`config.mk`:
```
export PLATFORM = sky130hd
export DESIGN_NAME = coeff_key_encoder
export DESIGN_NICKNAME = d
export VERILOG_FILES = /design/src/rtl/coeff_key_encoder.sv
export SDC_FILE = /design/constraint.sdc
export NUM_CORES = 1
export LEC_CHECK = 0
export CORE_MARGIN = 2
export CORE_UTILIZATION = 62
export DETAILED_ROUTE_END_ITERATION = 7
export PLACE_DENSITY = 0.84
export REMOVE_ABC_BUFFERS = 1
export SLEW_MARGIN = 0
export SYNTH_ARGS = -nofsm -noshare
export SYNTH_HDL_FRONTEND = slang
export SYNTH_SLANG_ARGS = --single-unit
```
`constraint.sdc`:
```
create_clock -name clk -period 6.68 [get_ports clk]
set_input_delay 0.668 -clock clk [delete_from_list [all_inputs] [get_ports clk]]
set_output_delay 0.668 -clock clk [all_outputs]
set_load 0.02 [all_outputs]
```
`src/rtl/coeff_key_encoder.sv`:
```
// Keypad-to-coefficient encoder: builds a decimal entry from key strokes, converts it
// to signed 12.4 fixed point and writes it to the next coefficient register.
module coeff_key_encoder #(
   parameter int NUM_COEFF = 12
) (
   input  logic        clk,
   input  logic        rst,
   input  logic        key_valid,
   input  logic [4:0]  key_code,
   output logic        wr_en,
   output logic [3:0]  wr_addr,
   output logic [15:0] wr_data,
   output logic        busy,
   output logic        all_loaded,
   output logic        err_ovf,
   output logic        entry_neg
);

   typedef enum logic [2:0] {ST_INT, ST_FRAC, ST_CONV, ST_WRITE, ST_DONE} state_t;

   state_t      state, state_nxt;
   logic [13:0] int_val, int_val_nxt;
   logic [14:0] frac_val, frac_val_nxt;
   logic [2:0]  int_cnt, int_cnt_nxt;
   logic [2:0]  frac_cnt, frac_cnt_nxt;
   logic [1:0]  bit_cnt, bit_cnt_nxt;
   logic [3:0]  frac_bits, frac_bits_nxt;
   logic        neg_nxt, wr_en_nxt, all_loaded_nxt, err_ovf_nxt;
   logic [3:0]  wr_addr_nxt;
   logic [15:0] wr_data_nxt;

   logic        is_digit, clear_all, clr_entry, bit_now, ovf;
   logic [3:0]  digit;
   logic [13:0] weight, frac_add;
   logic [14:0] frac_dbl, frac_sub;
   logic [3:0]  frac_bits_new;
   logic [17:0] mag;

   assign busy = (state == ST_CONV) || (state == ST_WRITE);

   always_comb begin
      state_nxt      = state;
      int_val_nxt    = int_val;
      frac_val_nxt   = frac_val;
      int_cnt_nxt    = int_cnt;
      frac_cnt_nxt   = frac_cnt;
      bit_cnt_nxt    = bit_cnt;
      frac_bits_nxt  = frac_bits;
      neg_nxt        = entry_neg;
      wr_en_nxt      = 1'b0;
      wr_addr_nxt    = wr_addr;
      wr_data_nxt    = wr_data;
      all_loaded_nxt = all_loaded;
      err_ovf_nxt    = err_ovf;
      clr_entry      = 1'b0;

      digit     = key_code[3:0];
      is_digit  = key_valid && (key_code <= 5'd9);
      clear_all = key_valid && (key_code == 5'd14);

      case (frac_cnt)
         3'd0:    weight = 14'd1000;
         3'd1:    weight = 14'd100;
         3'd2:    weight = 14'd10;
         default: weight = 14'd1;
      endcase
      frac_add = {10'b0, digit} * weight;

      // One restoring-style doubling step yields the next binary fraction bit.
      frac_dbl      = {frac_val[13:0], 1'b0};
      bit_now       = frac_dbl >= 15'd10000;
      frac_sub      = bit_now ? (frac_dbl - 15'd10000) : frac_dbl;
      frac_bits_new = {frac_bits[2:0], bit_now};
      // Kept wider than 17 bits so a 4-digit integer part cannot wrap past the range check.
      mag = {int_val, 4'b0000} + {14'b0, frac_bits_new};
      ovf = entry_neg ? (mag > 18'd32768) : (mag > 18'd32767);

      case (state)
         ST_INT, ST_FRAC: begin
            if (is_digit) begin
               if (state == ST_INT && int_cnt < 3'd4) begin
                  int_val_nxt = int_val * 14'd10 + {10'b0, digit};
                  int_cnt_nxt = int_cnt + 3'd1;
                  err_ovf_nxt = 1'b0;
               end else if (state == ST_FRAC && frac_cnt < 3'd4) begin
                  frac_val_nxt = frac_val + {1'b0, frac_add};
                  frac_cnt_nxt = frac_cnt + 3'd1;
                  err_ovf_nxt  = 1'b0;
               end
            end else if (key_valid) begin
               case (key_code)
                  5'd10: state_nxt = ST_FRAC;
                  5'd11: neg_nxt = ~entry_neg;
                  5'd12: begin
                     state_nxt     = ST_CONV;
                     bit_cnt_nxt   = 2'd0;
                     frac_bits_nxt = 4'd0;
                  end
                  5'd13: begin
                     clr_entry = 1'b1;
                     state_nxt = ST_INT;
                  end
                  default: ;
               endcase
            end
         end
         ST_CONV: begin
            frac_val_nxt  = frac_sub;
            frac_bits_nxt = frac_bits_new;
            bit_cnt_nxt   = bit_cnt + 2'd1;
            if (bit_cnt == 2'd3) begin
               if (ovf) begin
                  err_ovf_nxt = 1'b1;
                  clr_entry   = 1'b1;
                  state_nxt   = ST_INT;
               end else begin
                  wr_en_nxt   = 1'b1;
                  wr_data_nxt = entry_neg ? (~mag[15:0] + 16'd1) : mag[15:0];
                  state_nxt   = ST_WRITE;
               end
            end
         end
         ST_WRITE: begin
            wr_addr_nxt = wr_addr + 4'd1;
            clr_entry   = 1'b1;
            if (wr_addr == 4'(NUM_COEFF - 1)) begin
               all_loaded_nxt = 1'b1;
               state_nxt      = ST_DONE;
            end else begin
               state_nxt = ST_INT;
            end
         end
         default: ;
      endcase

      if (clear_all) begin
         clr_entry      = 1'b1;
         wr_addr_nxt    = 4'd0;
         all_loaded_nxt = 1'b0;
         err_ovf_nxt    = 1'b0;
         wr_en_nxt      = 1'b0;
         state_nxt      = ST_INT;
      end

      if (clr_entry) begin
         int_val_nxt  = 14'd0;
         frac_val_nxt = 15'd0;
         int_cnt_nxt  = 3'd0;
         frac_cnt_nxt = 3'd0;
         neg_nxt      = 1'b0;
      end
   end

   always_ff @(posedge clk or posedge rst) begin
      if (rst) begin
         state      <= ST_INT;
         int_val    <= '0;
         frac_val   <= '0;
         int_cnt    <= '0;
         frac_cnt   <= '0;
         bit_cnt    <= '0;
         frac_bits  <= '0;
         entry_neg  <= 1'b0;
         wr_en      <= 1'b0;
         wr_addr    <= '0;
         wr_data    <= '0;
         all_loaded <= 1'b0;
         err_ovf    <= 1'b0;
      end else begin
         state      <= state_nxt;
         int_val    <= int_val_nxt;
         frac_val   <= frac_val_nxt;
         int_cnt    <= int_cnt_nxt;
         frac_cnt   <= frac_cnt_nxt;
         bit_cnt    <= bit_cnt_nxt;
         frac_bits  <= frac_bits_nxt;
         entry_neg  <= neg_nxt;
         wr_en      <= wr_en_nxt;
         wr_addr    <= wr_addr_nxt;
         wr_data    <= wr_data_nxt;
         all_loaded <= all_loaded_nxt;
         err_ovf    <= err_ovf_nxt;
      end
   end

endmodule

```
* Word-level counts from Yosys, hierarchy flattened
Cells that the tools add are included.
** Word-level totals
- Memory bits (read-only) :: 0
- Word-level logic and storage cells :: 155
- Memories :: 0
- Bits of input ports :: 8
- Memory bits (writable) :: 0
- Output and inout bits :: 25
- Register bits after elaboration :: 67
- Latch bits :: 0
** Operators by class
- Muxes and demuxes :: 66
- Multipliers :: 2
- Reductions and logical operators :: 29
- Magnitude comparators :: 6
- Shifts and indexed selects :: 0
- Bitwise logic cells :: 3
- Divide/modulo/power cells :: 0
- Equal/unequal tests :: 27
- Add/sub/neg operators :: 9
** Operator list (number)
- 15-bit two-way mux :: 5
- 14-bit two-way mux :: 4
- 3-bit two-way mux :: 17
- 10-bit one-hot mux with 3 select lines :: 1
- 15-bit one-hot mux with 2 select lines :: 1
- 5-bit by 4-bit equality test with 1-bit output (second input constant) :: 5
- 1-bit two-way mux :: 25
- 3-bit != test (second input constant) :: 7
- 18-bit by 4-bit adder with 18-bit output :: 1
- 18-bit by 15-bit > comparator with 1-bit output (second input constant) :: 1
- 18-bit by 16-bit > comparator with 1-bit output (second input constant) :: 1
- 3-bit one-hot mux with 3 select lines :: 2
- 2-bit nonzero test :: 9
- 16-bit by 1-bit adder with 16-bit output (second input constant) :: 1
- 16-bit two-way mux :: 1
- 16-bit inverter :: 1
- 4-bit AND reduction :: 4
- 15-bit by 14-bit adder with 15-bit output :: 1
- 15-bit by 14-bit greater-or-equal comparator with 1-bit output (second input constant) :: 1
- 15-bit by 14-bit subtractor with 15-bit output (second input constant) :: 1
- 14-bit by 4-bit adder with 14-bit output :: 1
- 14-bit by 3-bit multiplier with 13-bit output (second input constant) :: 1
- 4-bit by 14-bit multiplier with 14-bit output :: 1
- 5-bit AND reduction :: 2
- 29 further kinds :: 48

* Longest topological paths before layout
Gate-level depths: netlist of the first run.
- Depth in word-level cells :: 10
- Mapped depth :: 24
- Depth with buffers taken out :: 24

* Worst setup path after synthesis of the first run
OpenSTA, ideal clock, no wires.
- Kind :: flip-flop to flip-flop
- Start point :: reg frac_cnt[1]
- End point :: reg frac_val[13]
- Required time :: 6563 ps
- Stages on the path, launching flop included :: 24
- Path slack :: 1765 ps
- Clock period less this slack :: 4915 ps
- Library setup time :: 117 ps
- Arrival :: 4798 ps
- Buffers on the path :: 0
- Cell sequence :: dfrtp_1 -> inv_1 -> ha_1 -> nor3_1 -> o21ai_0 -> fa_1 -> inv_1 -> fa_1 -> inv_1 -> fa_1 -> nor2b_1 -> o21ai_0 -> a21boi_0 -> o21ai_0 -> nand2b_1 -> xor2_1 -> ha_1 -> a21oi_1 -> o21bai_1 -> a21oi_1 -> o21ai_0 -> a211oi_1 -> o32a_1 -> nand2_1
** On the way
- Word-level cells in the longest chain between the ends :: 9
- Elaborated cells on any way between the ends :: 15
** RTL lines
- from (decl) :: RTL line 25 : logic [2:0] frac_cnt, frac_cnt_nxt;
- from (signal assigned) :: RTL line 174 : frac_cnt <= frac_cnt_nxt;
- 3-bit by 2-bit equality test with 1-bit output (tied with other cells) :: RTL line 61 : case (frac_cnt)
- 10-bit one-hot mux with 3 select lines :: RTL line 61
- 4-bit by 14-bit multiplier with 14-bit output :: RTL line 67 : frac_add = {10'b0, digit} * weight;
- 15-bit by 14-bit adder with 15-bit output :: RTL line 86 : frac_val_nxt = frac_val + {1'b0, frac_add};
- 15-bit two-way mux :: RTL line 85 : end else if (state == ST_FRAC && frac_cnt < 3'd4) begin
- 15-bit two-way mux :: RTL line 81 : if (state == ST_INT && int_cnt < 3'd4) begin
- 15-bit two-way mux :: RTL line 80 : if (is_digit) begin
- 15-bit one-hot mux with 2 select lines :: RTL line 78 : case (state)
- 15-bit two-way mux :: RTL line 145 : if (clr_entry) begin
- to (signal assigned) :: RTL line 172 : frac_val <= frac_val_nxt;
- to (decl) :: RTL line 23 : logic [14:0] frac_val, frac_val_nxt;
Parallel ways exist; a longest one is shown, timed or not. The select of a mux whose other input is x is not followed.
A chain may end at the register's enable or synchronous reset.

* Worst setup path in the final report of the first run
- Start point :: in key_code[2]
- End point :: reg frac_val[13]
** On the way
- Word-level cells in the longest chain between the ends :: 8
- Elaborated cells on any way between the ends :: 22
** RTL lines
- from (decl) :: RTL line 9 : input logic [4:0] key_code,
- parallel branches: the longest is 8 deep, another holds 15-bit by 14-bit adder with 15-bit output
Parallel ways; which one is timed is not known. The select of a mux whose other input is x is not followed.

==> metrics.md, run 1 <==
| Metric | Value |
|---|---|
| Status | finished clean |
| FF-to-FF Start | frac_cnt[1] |
| # resized after CTS | 0 |
| Dpl hpwl | 10100 microns |
| Slew HR | ~16% |
| Core Area | slightly above 9000 sq um |
| Starting Density | between 60 and 70% |
| CP Launch Type | primary input |
| I/O pin cnt | 33 |
| Unrepaired setup endpoints after global routing | false |
| Via/cell ratio | approximately 6.1 |
| Max-capacitance violation count | 0 |
| Syn Std Cell Area | between 5000 and 6000 sq um |
| Synth area leaders | dfrtp_1 (28%), ha_1 (14%), fa_1 (5.4%) |
| Die Wd | slightly above 100 microns |
| Placer Congestion | about 0.92 |
| WP data arrival | just over 6000 ps |
| Clk slew on worst S/H paths | about 80 ps |
| Clock tree sinks | 66 |
| Post-route minimum period | around 5800 ps |
| TritonCTS clock tree | built |
| Ys Warns | 0 |
| DRC errors left | 0 |
| Post-synth EDFFs | 0 |
| Cells after Synth | 701 |
| Layout cells sized above 1 | between 4 and 5% |
| FF-to-FF path depth | 23 |
| Area of the multi-input gates | 4040 sq um |
| Clock Skews | 10.1 ps |
| Worst hold path endpoint | wr_data[12] |
| Worst hold path class | reg -> reg |
| First-pass GRT wire length | between 20000 and 25000 microns |
| Port bufs | 32 |
| Netlist cell types | 66 |
| H-tree depth | 3 |
| Vias | around 5300 |
| Worst Hold Depth | 2 |
| Area leader, netlist | dfrtp_1 |
| WL final | 13800 microns |
| Core Rows | 35 |
| Final core area utilization | between 70% and 80% |
| Setup bufs post-CTS | 0 |
| Diodes inserted | 0 |
| Reg2reg setup slack | roughly 1100 ps |
| Initial antenna violation count | 0 |
| Filler cells | about 700 |
| Die area | 10400 sq um |
| Nets@finish | 818 |
| Largest net degree at the start of global routing | between 60 and 70 |
| Dominant synthesized flop cell | dfrtp_1 |
| Reg2reg end | frac_val[13] |
| Post-DRT Antenna Nets | 0 |
| Post-synth ARST share | between 90% and 100% |
| Overflow after GRT | 0 |
| Final Cycle Share | between 80 and 90% |
| Slew Limit Fails | 0 |
| Area share of the largest cell type after synthesis | 27.6% |
| Pre-Repair DR Iteration Count | 5 |
| Hold Buf Count CTS | 0 |
| WL/cell | about 16 microns |
| Num CTS Buffers | 9 |
| Placed instance area | ~6400 sq um |
| Hold_sp | wr_data[12] |
| Clock root buffer | clkbuf_8 |
| Slew @ Worst Pin | between 1000 and 1500 ps |
| Crit-path max FO | 9 |
| Number of global-route vias before repair | ~5000 |
| Setup_tns | 0 ps |
| Die Span Y | about 100 microns |
| Final instance area | roughly 6600 sq um |
| Deepest clock path buffer count | 2 |
| Register area share after synthesis | ~28% |
| Worst endpoint required time | just under 7000 ps |
| All-Layer GR Usage | approximately 28% |
| Syn Area/Cell | 8.52 sq um |
| Area Overhead vs Synth | 10.7% |
| Setup crit end kind | register |
| Final Hold Viols | 0 |
| Flip-flop and latch area | between 1500 and 2000 sq um |
| Critical path type | in -> reg |
| Synthesized flop and latch total | between 60 and 70 |
| Initial DRC Count | about 330 |
| Fmax | between 150 and 200 MHz |
| Worst skew pair latency | about 350 ps |
| Setup violators final | 0 |
==> cells in the mapped netlist, drive strengths merged, types with 16 or more instances <==
| cell | n |
|---|---|
| nand2 | 83 |
| xor2 | 28 |
| o21ai | 64 |
| ha | 66 |
| nand3 | 25 |
| dfrtp | 66 |
| nor2 | 49 |
| inv | 51 |
| a21oi | 34 |
| xnor2 | 29 |
| fa | 16 |
==> worst max-delay path, stage by stage <==
cell	delay, ps
clkdlybuf4s50_1	690
inv_1	130
nor2_1	210
nand2_1	130
fa_1	510
inv_1	50
fa_1	570
inv_1	70
fa_1	450
nor2b_1	120
o21ai_0	100
a21boi_0	230
o21ai_0	110
nand2b_1	140
xor2_1	220
ha_1	340
a21oi_1	230
o21bai_1	80
a21oi_1	220
o21ai_0	180
a211oi_1	370
o32a_1	210
nand2_1	50
==> cell families after synthesis <==
logic type      after synthesis  share of synthesized area [%]
compound gates              180                           19.6
simple gates                243                           20.2
xor+xnor                     57                           8.36
fa+ha+maj                    82                           19.2
flops                        66                           27.6
mux                           2                          0.335
buf+inv                      71                           4.69
==> how the worst max path moves through the flow <==
| stage | cells past startpoint | to | start | slack (ps) |
|---|---|---|---|---|
| final | 23 | frac_val[13] | key_code[2] | 880 |
| after detailed placement | 23 | frac_val[13] | key_code[2] | 560 |
| after CTS | 23 | frac_val[13] | key_code[2] | 910 |
| after global routing | 23 | frac_val[13] | key_code[2] | 470 |
| after floorplan | 23 | frac_val[13] | frac_cnt[1] | 1760 |
| after global placement | 23 | frac_val[13] | key_code[2] | 720 |
==> placed cells by master (no fill, tap or decap), types with 3 or more instances in the layout <==
cell / count
xnor2_1: 29
nor3_1: 13
nand4_1: 5
o211ai_1: 6
nand2b_1: 7
o21ai_0: 40
nand2_1: 83
o21ai_1: 23
o21a_1: 8
nor2_1: 49
a211oi_1: 12
or4_1: 3
clkdlybuf4s50_1: 32
xor2_1: 28
or3_1: 4
dfrtp_1: 66
nor2b_1: 14
clkbuf_8: 9
o41ai_1: 3
fa_1: 16
nand3b_1: 5
o22ai_1: 5
a22oi_1: 3
or2_2: 4
buf_4: 4
and2_1: 9
nor4_1: 6
inv_1: 50
nand3_1: 24
ha_1: 66
o31ai_1: 6
a21o_1: 8
a21oi_1: 34
nor3b_1: 7
==> flip-flops by register name, indices dropped and copies added, names as in the netlist, 2 cells and up <==
signal     count
state          3
bit_cnt        2
frac_bits      3
wr_addr        4
int_val       14
int_cnt        3
frac_cnt       3
frac_val      14
wr_data       16
==> layout make-up <==
type / instances / area share, %
clock buffer: 9 / 1.87
clock inverter: 6 / 1.40
inverter: 51 / 2.89
multi-input combinational: 564 / 61.1
sequential: 66 / 25.0
tap: 129 / 2.44
timing repair buffer: 36 / 5.30
==> per-layer routing <==
| layer | GRT usage, % | part of all wire (%) |
|---|---|---|
| met4 | 11.9 | 3.0 |
| met5 | 0 | 0 |
| met3 | 4.45 | 5.7 |
| met2 | 48.1 | 50 |
| met1 | 33.9 | 41 |
==> per-stage QoR <==
| step | hold slack [ps] | instances | worst slack (ps) |
|---|---|---|---|
| after floorplan | 454 | 681 | 1760 |
| after global placement | 467 | 846 | 724 |
| after detailed placement | 475 | 846 | 564 |
| after CTS | 490 | 861 | 909 |
| after global routing | 512 | 861 | 471 |
| final | 486 | 861 | 875 |
Power of run 1 is not shown: default switching activity piles up to over one toggle a cycle in this logic, so the estimate is an artifact.
==> run 2: changes to the inputs <==
--- a/config.mk
+++ b/config.mk
@@ -6,9 +6,9 @@
 export NUM_CORES = 1
 export LEC_CHECK = 0
 export CORE_MARGIN = 2
-export CORE_UTILIZATION = 62
+export CORE_UTILIZATION = 30
 export DETAILED_ROUTE_END_ITERATION = 7
-export PLACE_DENSITY = 0.84
+export PLACE_DENSITY = 0.48
 export REMOVE_ABC_BUFFERS = 1
 export SLEW_MARGIN = 0
 export SYNTH_ARGS = -nofsm -noshare
==> metrics.md, run 2 (synthesis results as in run 1) <==
| Metric | Value |
|---|---|
| Setup bufs post-CTS | 0 (unchanged) |
| Via/cell ratio | 5.06 (-17%) |
| Deepest clock path buffer count | 2 (unchanged) |
| WL/cell | 14.9 microns (-7.4%) |
| Area Overhead vs Synth | 15.9% |
| Top Metal Used | met4 |
| Pre-Repair DR Iteration Count | 4 (-1) |
| Die Span Y | 145 microns (+42%) |
| H-tree depth | 3 (unchanged) |
| Number of global-route vias before repair | 5014 (+0.58%) |
| Worst hold path class | reg -> reg |
| Top delay family on crit path | adder cells |
| Regs by FF count | wr_data x16, frac_val x14, int_val x14 |
| WP data arrival | 5830 ps (-220 ps) |
| Post-route minimum period | 5590 ps (-212 ps) |
| Largest net degree at the start of global routing | 67 (unchanged) |
| Core Area | 19500 sq um (+110%) |
| Final Hold Viols | 0 (unchanged) |
| Flip-flop and latch area | 1650 sq um (unchanged) |
| Die Wd | 145 microns (+42%) |
| Met1 wire length | 7020 microns (+24%) |
| Initial antenna violation count | 0 (unchanged) |
| Status | finished clean |
| Clock Skews | 15.1 ps (+5.00 ps) |
| WL final | 14900 microns (+7.6%) |
| Hold Buf Count CTS | 0 (unchanged) |
| CP Launch Type | register |
| Setup_tns | 0 ps (unchanged) |
| Max reg flops | 16 (unchanged) |
| Setup crit end kind | register |
| Diodes inserted | 0 (unchanged) |
| Vias | 5065 (-3.6%) |
| Dpl hpwl | 11300 microns (+11%) |
| Slew HR | 37.1% (+21 points) |
| Overflow after GRT | 0 (unchanged) |
| Core Rows | 51 (+46%) |
| Commonest non-fill, non-tap cells in the layout | nand2_1 (83), ha_1 (66), dfrtp_1 (66) |
| Slew @ Worst Pin | 935 ps (-325 ps) |
| Buf/Inv on CP | 3 (-1) |
| Top reg by flops | wr_data |
| Leading cell type in the layout, fill and taps excluded | nand2_1 |
| Final Cycle Share | 83.7% (-3.2 points) |
| Largest stage delay, worst path | 570 ps (-120 ps) |
| Starting Density | 30.6% (-34 points) |
| All-Layer GR Usage | 14.4% (-13 points) |
| Clock root buffer | clkbuf_16 |
| Layout cells sized above 1 | 5.30% (+0.65 points) |
| Filler cells | 2051 (+190%) |
| Reg2reg setup slack | 1090 ps (about the same) |
| Worst skew pair latency | 340 ps (about the same) |
| Fmax | 179 MHz (+3.8%) |
| Num CTS Buffers | 9 (unchanged) |
| Worst endpoint required time | 6910 ps (-20 ps) |
| DRC errors left | 0 (unchanged) |
| Slew Limit Fails | 0 (unchanged) |
| Setup violators final | 0 (unchanged) |
| Post-DRT Antenna Nets | 0 (unchanged) |
| Clk slew on worst S/H paths | 70 ps (about the same) |
| Placer Congestion | 0.856 (-6.9%) |
| Crit path top cell by count | o21ai_0 |
| Metal2 WL | 7320 microns (+5.0%) |
| Nets@finish | 821 (+0.37%) |
| Max-capacitance violation count | 0 (unchanged) |
| Port bufs | 32 (unchanged) |
| Critical path type | reg -> reg |
| Clock tree sinks | 66 (unchanged) |
| Area of the multi-input gates | 4050 sq um (about the same) |
| # resized after CTS | 0 (unchanged) |
| Crit-path max FO | 7 (-2) |
| Slowest CP cell | fa_1 |
| Unrepaired setup endpoints after global routing | false |
| I/O pin cnt | 33 (unchanged) |
| Detail Route met3 WL | 340 microns (-57%) |
| Crit-path cells | inv_1 > ha_1 > nor3_1 > o21ai_0 > fa_1 > inv_1 > fa_1 > inv_1 > fa_1 > nor2b_1 > o21ai_0 > a21boi_0 > o21ai_0 > nand2b_1 > xor2_1 > ha_1 > a21oi_1 > o21bai_1 > a21oi_1 > o21ai_0 > a211oi_1 > o32a_1 > nand2_1 |
| Die area | 21100 sq um (+100%) |
| TritonCTS clock tree | built |
| First-pass GRT wire length | 25000 microns (+9.2%) |
| Initial DRC Count | 325 (-0.61%) |
==> run 2: cell count changes in the layout (fill, tap and decap cells not counted) <==
cell | previous run | this run
a21oi_2 | 0 | 1
buf_4 | 4 | 7
a21oi_1 | 34 | 33
clkbuf_16 | 0 | 9
clkinvlp_4 | 2 | 1
clkbuf_8 | 9 | 1
clkinv_2 | 0 | 1
==> run 2: per-stage QoR <==
stage / util [%] / setup WS (ps) / instances / instance area [sq um] / hold WS (ps)
after floorplan: - / 1760 / 681 / 5890 / 454
after global placement: 33.8 / 888 / 985 / 6590 / 469
after detailed placement: 33.8 / 750 / 985 / 6590 / 474
after CTS: 35.5 / 1090 / 1001 / 6920 / 486
after global routing: 35.5 / 650 / 1001 / 6920 / 508
final: 35.5 / 1090 / 1001 / 6920 / 478
==> run 2: layer usage <==
| layer | up-vias | global-route usage (%) |
|---|---|---|
| met5 | - | 0 |
| met1 | 2424 | 18.7 |
| met4 | 0 | 4.51 |
| li1 | 2550 | - |
| met3 | 13 | 1.73 |
| met2 | 78 | 24.8 |
==> run 2: worst paths after layout <==
kind,end,start,cells past startpoint
setup / recovery,frac_val[13],frac_cnt[1],23
hold / removal,wr_data[4],wr_data[4],2
setup reg to reg,frac_val[13],frac_cnt[1],23
hold reg to reg,wr_data[4],wr_data[4],2
max in group asynchronous,frac_val[7],rst,3
min in group asynchronous,err_ovf,rst,3
==> run 2: cell type report <==
type                    count  share of cell area [%]
inverters                  51                    2.77
flip-flops and latches     66                    23.9
multi-input cells         564                    58.4
repair buffers             39                    5.39
clock buffers              10                    3.45
well taps                 265                    4.79
clock inverters             6                    1.30
==> run 2: tightest hold or removal path: stages, from the launching register on <==
cell     delay, ps
dfrtp_1        340
nand2_1         50
o21ai_1         60
Power of run 2 is left out for the same reason.
==> run 3: changes to the inputs <==
--- a/config.mk
+++ b/config.mk
@@ -8,7 +8,7 @@
 export CORE_MARGIN = 2
 export CORE_UTILIZATION = 30
 export DETAILED_ROUTE_END_ITERATION = 7
-export PLACE_DENSITY = 0.48
+export PLACE_DENSITY = 0.49
 export REMOVE_ABC_BUFFERS = 1
 export SLEW_MARGIN = 0
 export SYNTH_ARGS = -nofsm -noshare
==> constraint.sdc (replaced) <==
create_clock -name clk -period 4.7 [get_ports clk]
set_input_delay 0.47 -clock clk [delete_from_list [all_inputs] [get_ports clk]]
set_output_delay 0.47 -clock clk [all_outputs]
set_load 0.02 [all_outputs]
==> metrics.md, run 3 (synthesis results as in run 1) <==
| Metric | Value |
|---|---|
| Status | complete, but fails checks |
| Failing checks | negative setup slack |
| Initial DRC Count | 205 (-37%) |
| Core Rows | 51 (unchanged) |
| Clk slew on worst S/H paths | 60 ps (about the same) |
| Worst skew pair latency | 350 ps (about the same) |
| WL/cell | 14.5 microns (-2.4%) |
| Worst Hold Depth | 2 (unchanged) |
| WL final | 15600 microns (+5.0%) |
| Leading cell type in the layout, fill and taps excluded | nand2_1 |
| Worst hold path class | reg -> reg |
| Number of global-route vias before repair | 5390 (+7.5%) |
| Setup_tns | -355 ps (-355 ps) |
| All-Layer GR Usage | 14.8% (+0.45 points) |
| Pre-Repair DR Iteration Count | 4 (unchanged) |
| Final Hold Viols | 0 (unchanged) |
| Diodes inserted | 0 (unchanged) |
| Max-capacitance violation count | 0 (unchanged) |
| Nets@finish | 897 (+9.3%) |
| Slew @ Worst Pin | 1270 ps (+333 ps) |
| Critical path type | reg -> reg |
| Overflow after GRT | 0 (unchanged) |
| Worst hold slack | 479 ps (+0.955 ps) |
| Die Span Y | 145 microns (unchanged) |
| Post-DRT Antenna Nets | 0 (unchanged) |
| Starting Density | 30.6% (unchanged) |
| Commonest non-fill, non-tap cells in the layout | nand2_1 (82), buf_4 (78), dfrtp_1 (66) |
| Setup crit end kind | register |
| Slew HR | 15.4% (-22 points) |
| Core Area | 19500 sq um (unchanged) |
| DRC errors left | 0 (unchanged) |
| Layout cells sized above 1 | 19.7% (+14 points) |
| Reg2reg setup slack | -130 ps (-1220 ps) |
| Slew Limit Fails | 0 (unchanged) |
| Clock Skews | 8.75 ps (-6.30 ps) |
| Hold Buf Count CTS | 0 (unchanged) |
| Max reg flops | 16 (unchanged) |
| FF-to-FF Start | frac_cnt[0] |
| Slack of the critical path | -131 ps (-1220 ps) |
| Top reg by flops | wr_data |
| H-tree depth | 3 (unchanged) |
| Placer Congestion | 0.821 (-4.1%) |
| Area Overhead vs Synth | 29.8% |
| Unrepaired setup endpoints after global routing | true |
| CP Launch Type | register |
| Initial antenna violation count | 0 (unchanged) |
| Worst endpoint required time | 4880 ps (-2030 ps) |
| Setup WS pre-CTS | -815 ps (-1570 ps) |
| Hold_sp | wr_data[6] |
| Reg2reg end | frac_val[11] |
| Vias | 5381 (+6.2%) |
| Post-route minimum period | 4830 ps (-762 ps) |
| Final core area utilization | 39.7% (+4.3 points) |
| Via/cell ratio | 5.00 (-1.3%) |
| Deepest clock path buffer count | 2 (unchanged) |
| Die Wd | 145 microns (unchanged) |
| WP data arrival | 5010 ps (-820 ps) |
| First-pass GRT wire length | 26000 microns (+4.0%) |
| Fmax | 207 MHz (+16%) |
| Setup violators final | 4 (+4) |
| Clock tree sinks | 66 (unchanged) |
| Dpl hpwl | 11700 microns (+3.4%) |
| Filler cells | 1979 (-3.5%) |
| TritonCTS clock tree | built |
| Regs by FF count | wr_data x16, frac_val x14, int_val x14 |
| I/O pin cnt | 33 (unchanged) |
| Port bufs | 32 (unchanged) |
| Clock root buffer | clkbuf_16 |
| Largest net degree at the start of global routing | 36 (-46%) |
| Worst hold path endpoint | wr_data[6] |
| Final Cycle Share | 103% (+19 points) |
| Crit-path max FO | 3 (-4) |
| FF-to-FF path depth | 24 (+4.3%) |
| Num CTS Buffers | 9 (unchanged) |
| Die area | 21100 sq um (unchanged) |
run 3: cell count changes in the layout (fill, tap and decap cells not counted), moves of 6 or more:
cell | previous run | this run
buf_4 | 7 | 78
ha_4 | 0 | 10
a21oi_2 | 1 | 7
a21oi_1 | 33 | 26
ha_1 | 66 | 55
o21ai_0 | 40 | 31
run 3: layout make-up:
cell class | instances | area, sq um | share of cell area (%)
Multi-Input combinational cell | 564 | 4340 | 56.0
Sequential cell | 66 | 1650 | 21.3
Timing Repair Buffer | 115 | 961 | 12.4
Tap cell | 265 | 332 | 4.28
Clock buffer | 9 | 225 | 2.90
Inverter | 51 | 191 | 2.47
Clock inverter | 7 | 52.6 | 0.678
run 3: metal layers:
| layer | up-vias | GRT usage (%) | wire length (microns) | part of all wire (%) |
|---|---|---|---|---|
| met5 | - | 0 | 0 | 0 |
| met4 | 0 | 5.15 | 255 | 1.6 |
| met3 | 24 | 2.45 | 368 | 2.4 |
| met2 | 90 | 25.6 | 7710 | 49 |
| met1 | 2565 | 18.7 | 7290 | 47 |
| li1 | 2702 | - | - | - |
run 3: per-stage QoR:
step | area (sq um) | std cells
final | 7750 | 1077
after floorplan | 5890 | 681
after global placement | 7080 | 1050
after global routing | 7750 | 1077
after detailed placement | 7080 | 1050
after CTS | 7550 | 1070
run 3: critical path: stages (launching register included):
cell and delay (ps):
dfrtp_1 430, buf_6 150, ha_4 160, nor3_4 190
o21ai_2 90, fa_1 490, inv_1 50, fa_1 520
inv_1 70, fa_2 350, nor2b_2 140, o21ai_2 90
a21boi_2 170, o21ai_1 70, nand2b_1 150, xor2_1 180
ha_1 280, a21oi_2 170, o21bai_1 110, a21oi_2 220
o21ai_2 100, buf_4 140, xor2_1 140, a21oi_1 150
nor3_2 60
run 3: worst max path at each step:
| stage | endpoint | start | slack (ps) | cells past startpoint |
|---|---|---|---|---|
| after floorplan | frac_val[13] | frac_cnt[1] | -220 | 23 |
| after global placement | frac_val[13] | key_code[2] | -660 | 23 |
| after detailed placement | frac_val[13] | key_code[2] | -820 | 23 |
| after CTS | frac_val[13] | frac_cnt[1] | -2 | 22 |
| after global routing | frac_val[13] | frac_cnt[0] | -360 | 23 |
| final | frac_val[11] | frac_cnt[0] | -130 | 24 |
run 3: repair_timing:
action / 4_1_cts / 5_1_grt
pin swaps: 30 / 32
setup buffers: 4 / 8
gates resized for setup: 40 / 30
endpoints found under the hold margin: 0 / 0
setup endpoints to repair: 7 / 7
Power of run 3 is left out for the same reason.
